File: config.mk
export PLATFORM = sky130hd
export DESIGN_NAME = decode_pipe
export DESIGN_NICKNAME = d
export VERILOG_FILES = /design/src/rtl/decode_pipe.sv
export SDC_FILE = /design/constraint.sdc
export NUM_CORES = 1
export LEC_CHECK = 0
export ABC_AREA = 0
export BUFFER_PORTS_ARGS = -buffer_cell sky130_fd_sc_hd__buf_2
export CAP_MARGIN = 20
export CORE_UTILIZATION = 51
export CTS_CLUSTER_DIAMETER = 50
export DETAILED_ROUTE_END_ITERATION = 7
export GPL_ROUTABILITY_DRIVEN = 0
export HOLD_SLACK_MARGIN = 0.1
export PLACE_DENSITY = 0.8
export SYNTH_ARGS = -nofsm -noshare
export SYNTH_HDL_FRONTEND = slang
export SYNTH_SLANG_ARGS = --single-unit
File: constraint.sdc
create_clock -name clk -period 3.7 [get_ports clk]
set_clock_uncertainty 0.2 [all_clocks]
set_input_delay 0.74 -clock clk [delete_from_list [all_inputs] [get_ports clk]]
set_output_delay 0.74 -clock clk [all_outputs]
set_load 0.1 [all_outputs]
File: src/rtl/decode_pipe.sv
// Pipelined decode stage: field extraction, pending-write scoreboard, flush and SP register.
// Build option SCOREBOARD_BYPASS_EN: a same-cycle writeback clears a source hazard.
module decode_pipe #(
   parameter int XLEN = 32,
   parameter int NREG = 32,
   parameter logic [XLEN-1:0] SP_RESET = XLEN'(32'h0000_3000),
   localparam int RW = $clog2(NREG)
) (
   input  logic            clk,
   input  logic            rst_n,
   input  logic            in_valid,
   output logic            in_ready,
   input  logic [31:0]     in_inst,
   input  logic [XLEN-1:0] in_pc,
   input  logic            in_wr,
   input  logic            in_rx_src,
   input  logic            flush,
   output logic            out_valid,
   input  logic            out_ready,
   output logic [31:0]     out_inst,
   output logic [XLEN-1:0] out_pc,
   output logic [RW-1:0]   out_rd,
   output logic [RW-1:0]   out_rs0,
   output logic [RW-1:0]   out_rs1,
   output logic            out_wr,
   input  logic            wb_en,
   input  logic [RW-1:0]   wb_idx,
   input  logic            sp_we,
   input  logic [XLEN-1:0] sp_in,
   output logic [XLEN-1:0] sp_out,
   output logic            sb_busy
);

   logic [RW-1:0]   in_rx, in_ry, in_rz;
   logic            out_valid_reg, out_wr_reg, sb_busy_reg;
   logic [31:0]     out_inst_reg;
   logic [XLEN-1:0] out_pc_reg, sp_reg;
   logic [RW-1:0]   out_rd_reg, out_rs0_reg, out_rs1_reg;
   // Register 0 is never tracked, so the scoreboard simply has no bit for it.
   logic [NREG-1:1] pend_reg, pend_next, src_hit;
   logic            hz, accept;

   assign in_rx = RW'(in_inst[26:22]);
   assign in_ry = RW'(in_inst[21:17]);
   assign in_rz = RW'(in_inst[16:12]);

   assign hz       = in_valid && (|src_hit);
   assign in_ready = !flush && !hz && (!out_valid_reg || out_ready);
   assign accept   = in_valid && in_ready;

   genvar gi;
   generate
      for (gi = 1; gi < NREG; gi++) begin : g_pend
         logic wb_clr, fl_clr, acc_set, used;
         assign wb_clr  = wb_en && (wb_idx == RW'(gi));
         assign fl_clr  = flush && out_valid_reg && out_wr_reg && (out_rd_reg == RW'(gi));
         assign acc_set = accept && in_wr && (in_rx == RW'(gi));
         // rx counts as a source for WAW as well as for read-modify instructions.
         assign used    = (in_ry == RW'(gi)) || (in_rz == RW'(gi)) ||
                          ((in_rx_src || in_wr) && (in_rx == RW'(gi)));
`ifdef SCOREBOARD_BYPASS_EN
         assign src_hit[gi] = used && pend_reg[gi] && !wb_clr;
`else
         assign src_hit[gi] = used && pend_reg[gi];
`endif
         assign pend_next[gi] = acc_set || (pend_reg[gi] && !wb_clr && !fl_clr);
      end
   endgenerate

   always_ff @(posedge clk or negedge rst_n) begin
      if (!rst_n) begin
         pend_reg    <= '0;
         sb_busy_reg <= 1'b0;
      end else begin
         pend_reg    <= pend_next;
         sb_busy_reg <= |pend_next;
      end
   end

   always_ff @(posedge clk or negedge rst_n) begin
      if (!rst_n) begin
         out_valid_reg <= 1'b0;
         out_inst_reg  <= '0;
         out_pc_reg    <= '0;
         out_rd_reg    <= '0;
         out_rs0_reg   <= '0;
         out_rs1_reg   <= '0;
         out_wr_reg    <= 1'b0;
      end else if (flush) begin
         out_valid_reg <= 1'b0;
      end else if (accept) begin
         out_valid_reg <= 1'b1;
         out_inst_reg  <= in_inst;
         out_pc_reg    <= in_pc;
         out_rd_reg    <= in_rx;
         out_rs0_reg   <= in_ry;
         out_rs1_reg   <= in_rz;
         out_wr_reg    <= in_wr;
      end else if (out_ready) begin
         out_valid_reg <= 1'b0;
      end
   end

   always_ff @(posedge clk or negedge rst_n) begin
      if (!rst_n)
         sp_reg <= SP_RESET;
      else if (sp_we)
         sp_reg <= sp_in;
   end

   assign out_valid = out_valid_reg;
   assign out_inst  = out_inst_reg;
   assign out_pc    = out_pc_reg;
   assign out_rd    = out_rd_reg;
   assign out_rs0   = out_rs0_reg;
   assign out_rs1   = out_rs1_reg;
   assign out_wr    = out_wr_reg;
   assign sp_out    = sp_reg;
   assign sb_busy   = sb_busy_reg;

endmodule
==> flow_summary.yaml <==
timing:
  relSlewSlack_pct: 52.0
  actual_transition_at_the_worst_max_transition_pin_ns: 0.721
  final.min_clock_period_ns: 3.63
  fin_worst_hold_slack_ns: 0.298
  tns_ns: 0
  final_max_slew_viol_count: 0
  fin_crit_sh_pct: 98.2
  timing.final.hold_violations: 0
  fmaxAchievable_ghz: 0.275
  timing.final.setup_violations: 0
  final_critical_path_setup_slack_ns: 0.0666
yosys:
  netlist.area_leader.share_pct: 46.3
  synth_edf_count: 0
  synth_area_per_cell_um2: 11.4
  yosys_warnings: 0
  ys_dominant_reg_cell: "sky130_fd_sc_hd__dfrtp_1"
  syn-instance-count: 604
  synthesis.nets: 714
  async_reset_ff_share_pct: 100
  netlist_area_um2: 6910
  ys_seq_area_share_pct: 47.1
  ys_seq_elements: 130
  synth.largest_area_cell: "sky130_fd_sc_hd__dfrtp_1"
  synth.lib_cells_used.distinct: 70
  netlist_top_cells_area: "sky130_fd_sc_hd__dfrtp_1, sky130_fd_sc_hd__mux2_2, sky130_fd_sc_hd__mux2_4, sky130_fd_sc_hd__o21ai_0, sky130_fd_sc_hd__buf_4"
clock_network:
  clock_path_buffers: 2
  h-tree-depth: 4
  tritoncts: "yes"
  clkSinkCount: 130
  insertion_delay_ns: 0.42
  worst_setup_hold_path_clk_slew_ns: 0.06
  number_of_buffers_created_by_cts: 17
  clk_root_buffer_cell: "sky130_fd_sc_hd__clkbuf_16"
die:
  die_width_um: 118
  rows: 42
  fp.dieH_um: 118
  floorplan.io_pins: 225
  fp.coreArea_um2: 13200
  initial_util_pct: 52.2
  die-area_um2: 14000
cells_and_area:
  finish.net_count: 935
  drive_gt1_share_pct: 49.3
  final_area_um2: 8850
  final.fill_count: 1008
  instances_no_fill: 1015
  seq_area_um2: 3260
  finalCoreUtilization_pct: 66.8
  multiInputGateArea_um2: 3350
  area.growth.synth_to_final_pct: 27.9
placement:
  port-buffer-count: 224
  place_hpwl_um: 16400
  placedInstanceArea_um2: 8180
  post-place-ws_ns: 0.0754
  dpl.cell_count: 978
power:
  pwr_density_cell_nw_per_um2: 840
  design_power_total_mw: 7.43
  leakage_component_of_the_power_nw: 4.14
  irDropWorstVdd_mv: 1.04
global_route:
  grt.total_usage_pct: 32.9
  grt_antenna_before_repair: 2
  grt_max_degree: 64
  grt_first_pass_wirelength_um: 35000
  first_global_vias: 6467
  grt_overflow_total: 0
setup_path:
  critPathCapture: "in_ready"
  cp_required_ns: 2.76
  r2r_cells: 9
  setup.worst_path.start: "pend_reg[1]"
  timing.rr.start: "pend_reg[1]"
  timing.critical_path.to_type: "output pin"
  timing.setup.critical_path_class: "flop to output pin"
  startpoint_type: "flop"
  r2r_end: "sb_busy"
  regToRegSetupSlack_ns: 0.37
  cp_max_fo: 4
  worst-endpoint-arrival_ns: 2.69
run_status:
  failed_checks: "design-rule violations"
  outcome: "complete, but fails checks"
route:
  drc: 2
  first_pass_iters: 8
  drt_first_iter_violations: 979
  routed_wirelength_um: 22100
  drtAntennaViolNets: 0
  avgRoutedWirePerCell_um: 21.8
  avgViaCountPerCell: 6.31
  via_count: 6403
hold_path:
  hold_class: "flop to flop"
  min_from: "out_pc[22]"
flow_run:
  maxCapViolCount: 0
[synthesized netlist by cell type, drive strengths merged, types with 9 or more instances]
cell,instances
nand3,14
dfrtp,128
buf,42
nand4b,10
o221ai,9
nor3,18
a21oi,19
nand2b,17
nor2,24
o21ai,40
clkbuf,9
a21o,11
nand2,22
mux2,101
[critical path, cell delays in order (launching register included)]
cell and delay, ns:
sky130_fd_sc_hd__dfrtp_2 0.47, sky130_fd_sc_hd__mux2_1 0.30, sky130_fd_sc_hd__o2111a_1 0.25, sky130_fd_sc_hd__nor4_2 0.34
sky130_fd_sc_hd__nand4_1 0.12, sky130_fd_sc_hd__and4b_1 0.32, sky130_fd_sc_hd__nand2_1 0.11, sky130_fd_sc_hd__a21boi_4 0.19
sky130_fd_sc_hd__buf_12 0.19
[power breakdown]
part           internal (mW)  switching [mW]  total, mW  leakage (nW)
Combinational          0.694            3.03       3.73          2.28
Clock                   1.01           0.679       1.69         0.287
Sequential              1.74           0.277       2.02          1.57
Total                   3.45            3.99       7.43          4.14
[cell families after synthesis]
logic type | after synthesis | share of synthesized area [%]
AOI/OAI and AO/OA | 144 | 14.5
and+or+nand+nor | 167 | 14.9
buffers and inverters | 57 | 4.92
DFF | 130 | 47.1
muxes | 106 | 18.6
[how the worst min path moves through the flow]
stage / to / slack [ns] / cells past startpoint
floorplan: out_inst[0] / 0.24 / 0
global placement: out_pc[22] / 0.27 / 1
detailed placement: out_pc[22] / 0.28 / 1
CTS: out_pc[22] / 0.30 / 1
global route: out_pc[12] / 0.31 / 1
finish: out_pc[22] / 0.30 / 1
[what timing repair did]
action                     CTS  global route
setup buffers                0             3
setup endpoints to repair    0             1
resized for setup            0            10
hold endpoints to repair     7             0
hold buffers                 1             0
[layout make-up]
cell class	instances	area share, %
Multi-Input combinational cell	417	37.9
Sequential cell	130	36.8
Timing Repair Buffer	253	15.7
Clock buffer	17	4.81
Tap cell	176	2.49
Clock inverter	15	1.97
Inverter	6	0.255
Antenna cell	1	0.0283
[metal layers]
| metal | track usage, % | wire length, um | vias to the layer above | part of all wire (%) |
|---|---|---|---|---|
| li1 | - | - | 2714 | - |
| met1 | 39.6 | 7600 | 3003 | 34 |
| met2 | 52.4 | 10200 | 520 | 46 |
| met3 | 11.6 | 2890 | 162 | 13 |
| met4 | 16.7 | 1400 | 4 | 6.3 |
| met5 | 0 | 24 | - | 0.11 |
[cells in the final DEF, fill, tap and decap left out, types with 10 or more instances in the layout]
cell type                   synthesis  final
sky130_fd_sc_hd__mux2_4            27     27
sky130_fd_sc_hd__nor2_1            22     22
sky130_fd_sc_hd__nand2b_1          17     17
sky130_fd_sc_hd__buf_2             17    219
sky130_fd_sc_hd__dfrtp_1          128    126
sky130_fd_sc_hd__o21ai_0           40     39
sky130_fd_sc_hd__buf_4             16     27
sky130_fd_sc_hd__nand3_1           14     14
sky130_fd_sc_hd__a21oi_1           19     19
sky130_fd_sc_hd__nand2_1           22     21
sky130_fd_sc_hd__nor3_1            18     18
sky130_fd_sc_hd__mux2_2            69     69
sky130_fd_sc_hd__a21o_1            11     11
sky130_fd_sc_hd__nand4b_1          10     10
sky130_fd_sc_hd__clkbuf_16          0     17
Power figures use the tool's default switching activity.
